$ cat config.mk
export PLATFORM = sky130hd
export DESIGN_NAME = score_award_sequencer
export DESIGN_NICKNAME = d
export VERILOG_FILES = /design/src/rtl/score_award_sequencer.sv
export SDC_FILE = /design/constraint.sdc
export NUM_CORES = 1
export LEC_CHECK = 0
export CORE_MARGIN = 5
export CORE_UTILIZATION = 47
export CTS_BUF_LIST = sky130_fd_sc_hd__clkbuf_8
export CTS_CLUSTER_DIAMETER = 80
export DETAILED_ROUTE_END_ITERATION = 6
export GPL_TIMING_DRIVEN = 0
export PLACE_DENSITY = 0.76
export RECOVER_POWER = 50
export SLEW_MARGIN = 20
export SYNTH_ARGS = -nofsm -noshare
export SYNTH_HDL_FRONTEND = slang
export SYNTH_SLANG_ARGS = --single-unit
$ cat constraint.sdc
create_clock -name clk -period 2.2 [get_ports clk]
set_input_delay 0.33 -clock clk [delete_from_list [all_inputs] [get_ports clk]]
set_output_delay 0.33 -clock clk [all_outputs]
set_load 0.005 [all_outputs]
$ cat src/rtl/score_award_sequencer.sv
// score_award_sequencer
//   Collects multi-point awards from NREQ game sources and serialises them,
//   round-robin, into single-point score_inc pulses for the BCD score counter.
//   Optional feature macro: SCORE_SEQ_PACE_EN -- inserts GAP idle cycles after
//   every pulse. The default build (macro undefined) issues up to one pulse per
//   cycle and ignores GAP.
module score_award_sequencer #(
  parameter int NREQ = 3,
  parameter int PW   = 4,
  parameter int GAP  = 2
) (
  input  logic                     clk,
  input  logic                     rst,
  input  logic                     clear,
  input  logic                     hold,
  input  logic [NREQ-1:0]          req_valid,
  input  logic [NREQ*PW-1:0]       req_pts,
  output logic [NREQ-1:0]          req_ready,
  output logic                     score_inc,
  output logic [$clog2(NREQ)-1:0]  grant_id,
  output logic                     busy
);

  localparam int IW = $clog2(NREQ);

  logic [PW-1:0] pending_q [NREQ];
  logic [PW-1:0] pending_d [NREQ];
  logic [IW-1:0] rr_ptr_q, rr_ptr_d;
  logic [IW-1:0] grant_id_q;
  logic          score_inc_q;
  logic          busy_q, busy_d;
  logic [NREQ-1:0] elig;
  logic [IW-1:0] win;
  logic          found;
  logic          grant;
  logic          pace_ok;

  assign score_inc = score_inc_q;
  assign grant_id  = grant_id_q;
  assign busy      = busy_q;

`ifdef SCORE_SEQ_PACE_EN
  localparam int GW = (GAP < 1) ? 1 : $clog2(GAP + 1);
  logic [GW-1:0] pace_q, pace_d;

  assign pace_ok = (pace_q == '0);

  // Pace counter: reloads on every grant, keeps counting through hold.
  always_comb begin
    pace_d = pace_q;
    if (clear)
      pace_d = '0;
    else if (grant)
      pace_d = GW'(GAP);
    else if (pace_q != '0)
      pace_d = pace_q - GW'(1);
  end

  // Pace counter register.
  always_ff @(posedge clk) begin
    if (rst) pace_q <= '0;
    else     pace_q <= pace_d;
  end
`else
  assign pace_ok = 1'b1;
`endif

  // Round-robin winner search: first eligible index at or after rr_ptr,
  // falling back to the lowest eligible index below it (wrap-around).
  always_comb begin
    found = 1'b0;
    win   = '0;
    for (int i = 0; i < NREQ; i++)
      elig[i] = (pending_q[i] != '0);
    for (int i = 0; i < NREQ; i++) begin
      if (!found && elig[i] && (i >= int'(rr_ptr_q))) begin
        found = 1'b1;
        win   = IW'(i);
      end
    end
    for (int i = 0; i < NREQ; i++) begin
      if (!found && elig[i]) begin
        found = 1'b1;
        win   = IW'(i);
      end
    end
  end

  assign grant = found && !hold && !clear && pace_ok;

  // Next-state pending points, ready, busy and round-robin pointer.
  // A requester is only ready when its pending count is zero, so an accept
  // and a decrement can never hit the same slot in one cycle.
  always_comb begin
    busy_d = 1'b0;
    for (int i = 0; i < NREQ; i++) begin
      req_ready[i] = (pending_q[i] == '0) && !rst;
      pending_d[i] = pending_q[i];
      if (clear)
        pending_d[i] = '0;
      else if (grant && (win == IW'(i)))
        pending_d[i] = pending_q[i] - PW'(1);
      else if (req_valid[i] && (pending_q[i] == '0))
        pending_d[i] = req_pts[i*PW +: PW];
      busy_d = busy_d | (pending_d[i] != '0);
    end

    rr_ptr_d = rr_ptr_q;
    if (clear)
      rr_ptr_d = '0;
    else if (grant)
      rr_ptr_d = (win == IW'(NREQ - 1)) ? '0 : win + IW'(1);
  end

  // State and registered outputs; grant_id keeps the last served requester.
  always_ff @(posedge clk) begin
    if (rst) begin
      for (int i = 0; i < NREQ; i++)
        pending_q[i] <= '0;
      rr_ptr_q    <= '0;
      score_inc_q <= 1'b0;
      grant_id_q  <= '0;
      busy_q      <= 1'b0;
    end else begin
      pending_q   <= pending_d;
      rr_ptr_q    <= rr_ptr_d;
      score_inc_q <= grant;
      busy_q      <= busy_d;
      if (grant)
        grant_id_q <= win;
    end
  end

endmodule

Word level (Yosys, flattened, before mapping)
Index checks and enable logic that the tools add are counted.

storage, ports and cells
  bits in registers = 18
  memories kept = 0
  RAM bits = 0
  input port bits = 19
  latch bits = 0
  ROM bits = 0

operators by class
  multiply operators = 0
  reductions and logical operators = 38
  div/mod/pow operators = 0
  shifts and indexed selects = 0
  bitwise operators = 2
  $lt $le $gt $ge = 3
  eq/ne operators = 2
  mux-type cells = 21
  $add $sub $neg = 4

operator list
  cell                                                 count
  2-to-1 mux 4 bit                                     9
  nonzero test 4 bit                                   6
  logical AND 1 bit                                    19
  zero test 4 bit                                      3
  subtractor 4 x 1 -> 4 bit (second input constant)    3
  2-to-1 mux 2 bit                                     5
  zero test 1 bit                                      8
  2-to-1 mux 1 bit                                     7
  >= comparator 1 x 2 -> 1 bit (first input constant)  2
  adder 2 x 1 -> 2 bit (second input constant)         1
  == test 2 x 1 -> 1 bit (second input constant)       1
  == test 2 bit (second input constant)                1
  >= comparator 2 bit (first input constant)           1
  zero test 2 bit                                      1
  OR 1 bit                                             2
  OR reduction 2 bit                                   1

Depth between registers and ports, before layout
Gate-level depths: netlist (run 1).

  word-level depth = 28
  mapped depth = 9
  gate-level depth less buffers = 8

Least setup slack after synthesis (run 1)
Ideal clock, no wire load.

  kind = reg2reg
  start = register pending_q[0] (netlist name)
  end = register busy_q, in the netlist busy
  path slack = -0.071 ns
  library setup time = 0.133 ns
  arrival time = 2.138 ns
  required time = 2.067 ns
  period minus slack after synthesis = 2.271 ns
  buffers on the path = 1
  cell stages (with the launch flop) = 10
  cell sequence = dfxtp_1 -> inv_1 -> ha_1 -> or3b_1 -> buf_6 -> a2111oi_4 -> and2_4 -> nand3_4 -> a2111oi_4 -> a31oi_1

on the way
  word-level cells in the longest chain between the ends = 21
  elaborated cells on any way between the ends = 40
  those cells by class = add/sub (1); eq/ne (2); mux (15); bitwise (2); reduce/logical (20)

ends and longest elaborated chain
  item                            line  text
  from (decl)                     26    logic [PW-1:0] pending_q [NREQ];
  from (signal assigned)          125   pending_q <= pending_d;
  nonzero test 4 bit              74    elig[i] = (pending_q[i] != '0);
  logical AND 1 bit (2 in a row)  76    if (!found && elig[i] && (i >= int'(rr_ptr_q))) begin
  2-to-1 mux 1 bit                76
  zero test 1 bit                 82    if (!found && elig[i]) begin
  logical AND 1 bit               82
  2-to-1 mux 1 bit                82
  zero test 1 bit                 82
  logical AND 1 bit               82
  [3 not listed]                  --
  2-to-1 mux 1 bit                82
  logical AND 1 bit (2 in a row)  89    assign grant = found && !hold && !clear && pace_ok;
  logical AND 1 bit               101   else if (grant && (win == IW'(i)))
  2-to-1 mux 4 bit                101
  2-to-1 mux 4 bit                99    if (clear)
  nonzero test 4 bit              105   busy_d = busy_d | (pending_d[i] != '0);
  OR 1 bit                        105
  OR 1 bit (*)                    105
  to (signal assigned)            128   busy_q <= busy_d;
  to (decl)                       31    logic busy_q, busy_d;

Every way passes the cells marked *; elsewhere a longest branch is shown, timed or not.
A chain may end at the register's enable or synchronous reset.

Worst setup path in the final report (run 1)
  start = register pending_q[4] (netlist name)
  end = register busy_q, in the netlist busy

on the way
  word-level cells in the longest chain between the ends = 25
  elaborated cells on any way between the ends = 45
  those cells by class = add/sub (1); eq/ne (2); mux (17); bitwise (2); reduce/logical (23)

ends and longest elaborated chain
  item                            line
  nonzero test 4 bit              74
  logical AND 1 bit (2 in a row)  76
  2-to-1 mux 1 bit                76
  zero test 1 bit                 76
  logical AND 1 bit (2 in a row)  76
  2-to-1 mux 1 bit                76
  zero test 1 bit                 82
  logical AND 1 bit               82
  [6 not listed]                  --
  2-to-1 mux 1 bit                82
  logical AND 1 bit (2 in a row)  89
  logical AND 1 bit               101
  2-to-1 mux 4 bit                101
  2-to-1 mux 4 bit                99
  nonzero test 4 bit              105
  OR 1 bit                        105
  OR 1 bit (*)                    105

Marks and branches as above.

==> summary.md, run 1 <==
| Metric | Value |
|---|---|
| Setup repair after global routing missed its margin | true |
| First drt pass iteration count | 4 |
| Count of final max-slew check failures | 0 |
| Post-synth cell types | 50 |
| Site row count | 18 |
| Failing checks | setup timing |
| Worst Setup Path Type | reg -> reg |
| Number of warnings reported in the yosys synthesis log | 0 |
| Global routing met2 resource utilization | 34.5% |
| Net count of the mapped netlist | 176 |
| Placeable core region | 2520 sq um |
| Residual DRC | 0 |
| Post-DP Area | 1560 sq um |
| Post-layout min period | 2.27 ns |
| Clock Sink Count | 18 |
| Register clock-pin slew on the reported worst setup and hold paths | 0.07 ns |
| IO Pins | 26 |
| Worst clock skew | 0.00383 ns |
| Register-to-Register Path Depth | 8 |
| Half-perimeter wire length of the detailed placement result | 2400 um |
| Min-Delay Path Depth | 2 |
| Number of global-route vias before repair | 1,252 |
| Share of the yosys chip area belonging to registers | 28.6% |
| Start point of the worst min-delay path | grant_id[1] |
| Period utilization | 103% |
| Worst EP arrival | 2.40 ns |
| Area overhead of the layout relative to synthesis | 36.8% |
| Seq cells post-synth | 18 |
| Most frequently used flop master after synthesis | sky130_fd_sc_hd__dfxtp_1 |
| Avg Synthesized Cell Area | 8.34 sq um |
| Initial core utilization | 50.0% |
| Post-synthesis instance area | 1260 sq um |
| Max Buffers Root-to-Sink | 2 |
| Clk Tree Root Cell | sky130_fd_sc_hd__clkbuf_8 |
| Post-Place Setup Slack | -0.281 ns |
| Max FO, Critical Path | 6 |
| Busiest layer in global routing | met2 |
| Number of routed nets with antenna violations | 0 |
| Routability-driven placement congestion ratio | 0.886 |
| Number of vias per cell after detailed routing | 5.95 |
| Residual overflow from global routing | 0 |
| Fill cell instance count of the final layout | 208 |
| Max Cap Viol | 0 |
| Pwr per Cell Area | 568 nW/um^2 |
| Leakage power summed over all cells | 0.665 nW |
| Wire per inst | 15.7 um |
| Outcome | finished, violations left |
| Clk Latency, worst-skew pair | 0.26 ns |
| Worst-case register-to-register setup slack | -0.07 ns |
| Setup Viol. Count Final | 2 |
| Total wirelength of the detailed-routed design | 3460 um |
| Worst hold slack across all endpoints | 0.462 ns |
| Count of mapped cells out of synthesis | 151 |
| Total of buffers placed on input and output ports | 25 |
| Antenna violations before repair | 0 |
| Overall power | 979 uW |
| Diodes inserted | 0 |
| Number of buffers created by CTS | 3 |
| Maximum number of pins on one net before global-route repair | 11 |
| FF-to-FF End | busy |
| CTS tree | built |
| Global-route usage over all layers | 20.4% |
| Crit path capture type | register |
| Final standard cell area without fillers | 1720 sq um |
| Worst-case setup margin in the final layout | -0.0699 ns |
| Final Hold Violating Endpoints | 0 |
| Worst Hold Path EP | grant_id[1] |
| Worst Hold Class | reg -> reg |
| Fraction of registers with async set or reset after synthesis | 0% |
| Worst relative slew slack | 65.4% |
| Required arrival time at the worst endpoint | 2.33 ns |
| # nets final | 216 |
| Fraction of final layout cells with drive strength greater than 1 | 23.2% |
| Total via count in the routed design | 1,308 |
| EDFF count, synth | 0 |
| FF-to-FF Start | pending_q[4] |
| DRT iter0 DRCs | 57 |
| Global-route met3 utilization | 3.51% |
| Global routing usage on met1 | 22.5% |
| Area of the die | 3820 sq um |
| Die Wd | 61.8 um |
| Maximum frequency from static timing analysis | 441 MHz |
| Worst ir drop on vdd | 447 uV |
| Max H-tree Level | 1 |
| Element type at the critical path start | register |
| Die H | 61.8 um |
| Wire length of the first global-routing pass | 5570 um |
| Slew at the pin closest to its max-slew limit | 0.519 ns |
## per-layer routing
layer	vias up	share of wire, %
met5	-	0
met4	0	4.2
met3	13	4.7
met2	39	49
met1	620	42
li1	636	-
## state kept, by name (all words and copies together), names as in the netlist
signal     cells
busy           1
grant_id       2
score_inc      1
pending_q     12
rr_ptr_q       2
## cell families after synthesis
| family | after synthesis | share of synthesized area, % |
|---|---|---|
| muxes | 5 | 4.57 |
| DFF | 18 | 28.6 |
| adders and majority gates | 6 | 5.96 |
| xor gates and xnor gates | 1 | 0.695 |
| buffers and inverters | 12 | 4.17 |
| and+or+nand+nor | 70 | 31.8 |
| AOI/OAI and AO/OA | 39 | 24.2 |
## stage by stage
stage / utilization, % / std cells / setup TNS (ns)
after floorplan: - / 151 / -0.0179
after global placement: 62.0 / 206 / -0.219
after detailed placement: 62.0 / 206 / -0.376
after CTS: 68.1 / 220 / -0.0145
after global routing: 68.4 / 220 / -0.275
final: 68.4 / 220 / -0.0716
## cell usage after synthesis, types with 3 or more instances
library cell,count,area (sq um)
sky130_fd_sc_hd__and2_1,3,18.8
sky130_fd_sc_hd__ha_1,6,75.1
sky130_fd_sc_hd__nor2_1,21,78.8
sky130_fd_sc_hd__o21ai_0,4,20.0
sky130_fd_sc_hd__a211oi_1,3,22.5
sky130_fd_sc_hd__inv_1,8,30.0
sky130_fd_sc_hd__nand2_1,12,45.0
sky130_fd_sc_hd__dfxtp_1,18,360
sky130_fd_sc_hd__or3b_1,3,26.3
sky130_fd_sc_hd__clkbuf_1,3,11.3
sky130_fd_sc_hd__a21oi_1,9,45.0
sky130_fd_sc_hd__a31oi_1,3,18.8
sky130_fd_sc_hd__nor2b_1,5,31.3
sky130_fd_sc_hd__nand3_1,4,20.0
sky130_fd_sc_hd__nor3_1,5,25.0
## how the worst max path moves through the flow
stage / start / to / cells past startpoint
2_1_floorplan: pending_q[0] / busy / 9
3_3_place_gp: pending_q[8] / busy / 8
3_5_place_dp: pending_q[8] / busy / 8
4_1_cts: pending_q[0] / busy / 8
5_1_grt: pending_q[0] / busy / 8
6_report: pending_q[4] / busy / 8
## timing repair
action	4_1_cts	5_1_grt
buffers inserted	11	0
resized for setup	14	3
hold buffers	0	0
gates cloned	0	0
pin swaps	3	2
endpoints found under the setup margin	7	5
## worst max-delay path, cell delays in order, from the launching register on
cell and delay, ns:
sky130_fd_sc_hd__dfxtp_2 0.38, sky130_fd_sc_hd__inv_1 0.08, sky130_fd_sc_hd__ha_2 0.19, sky130_fd_sc_hd__nor3b_2 0.17
sky130_fd_sc_hd__o221a_1 0.35, sky130_fd_sc_hd__nand2_2 0.14, sky130_fd_sc_hd__mux2_2 0.38, sky130_fd_sc_hd__a2111oi_4 0.31
sky130_fd_sc_hd__a31oi_1 0.13
## power by group
group	switching, mW	leakage, nW	internal [mW]
Sequential	0.0170	0.149	0.343
Combinational	0.162	0.487	0.175
Clock	0.122	0.0288	0.160
Total	0.301	0.665	0.677
## layout by cell type, fill, tap and decap left out, types with 3 or more instances in the layout
cell                              Yosys  layout
sky130_fd_sc_hd__a31oi_1              3       3
sky130_fd_sc_hd__and2_1               3       3
sky130_fd_sc_hd__nor2b_1              5       5
sky130_fd_sc_hd__clkdlybuf4s50_1      0      18
sky130_fd_sc_hd__nand2_1             12      11
sky130_fd_sc_hd__inv_1                8       5
sky130_fd_sc_hd__clkbuf_1             3       3
sky130_fd_sc_hd__dfxtp_2              0       3
sky130_fd_sc_hd__a211oi_1             3       3
sky130_fd_sc_hd__nand3_1              4       4
sky130_fd_sc_hd__buf_4                0      11
sky130_fd_sc_hd__dfxtp_1             18      14
sky130_fd_sc_hd__dlygate4sd3_1        0       5
sky130_fd_sc_hd__ha_1                 6       4
sky130_fd_sc_hd__nor2_1              21      21
sky130_fd_sc_hd__nor3_1               5       5
sky130_fd_sc_hd__a21oi_1              9       9
sky130_fd_sc_hd__o21ai_0              4       4
sky130_fd_sc_hd__clkbuf_8             0       4
## layout make-up
type / instances / area, sq um / area share (%)
sequential: 18 / 368 / 21.3
multi-input combinational: 121 / 890 / 51.6
inverter: 8 / 32.5 / 1.89
tap: 30 / 37.5 / 2.18
buffer: 3 / 11.3 / 0.653
timing repair buffer: 36 / 330 / 19.2
clock buffer: 4 / 55.1 / 3.19
Power figures use the tool's default switching activity.
==> inputs of run 2 (changes only) <==
--- a/config.mk
+++ b/config.mk
@@ -13,7 +13,6 @@
 export GPL_TIMING_DRIVEN = 0
 export PLACE_DENSITY = 0.76
 export RECOVER_POWER = 50
-export SLEW_MARGIN = 20
 export SYNTH_ARGS = -nofsm -noshare
 export SYNTH_HDL_FRONTEND = slang
 export SYNTH_SLANG_ARGS = --single-unit
==> results of run 2 <==
The final DEF is identical to that of run 1; final timing and power are the same.
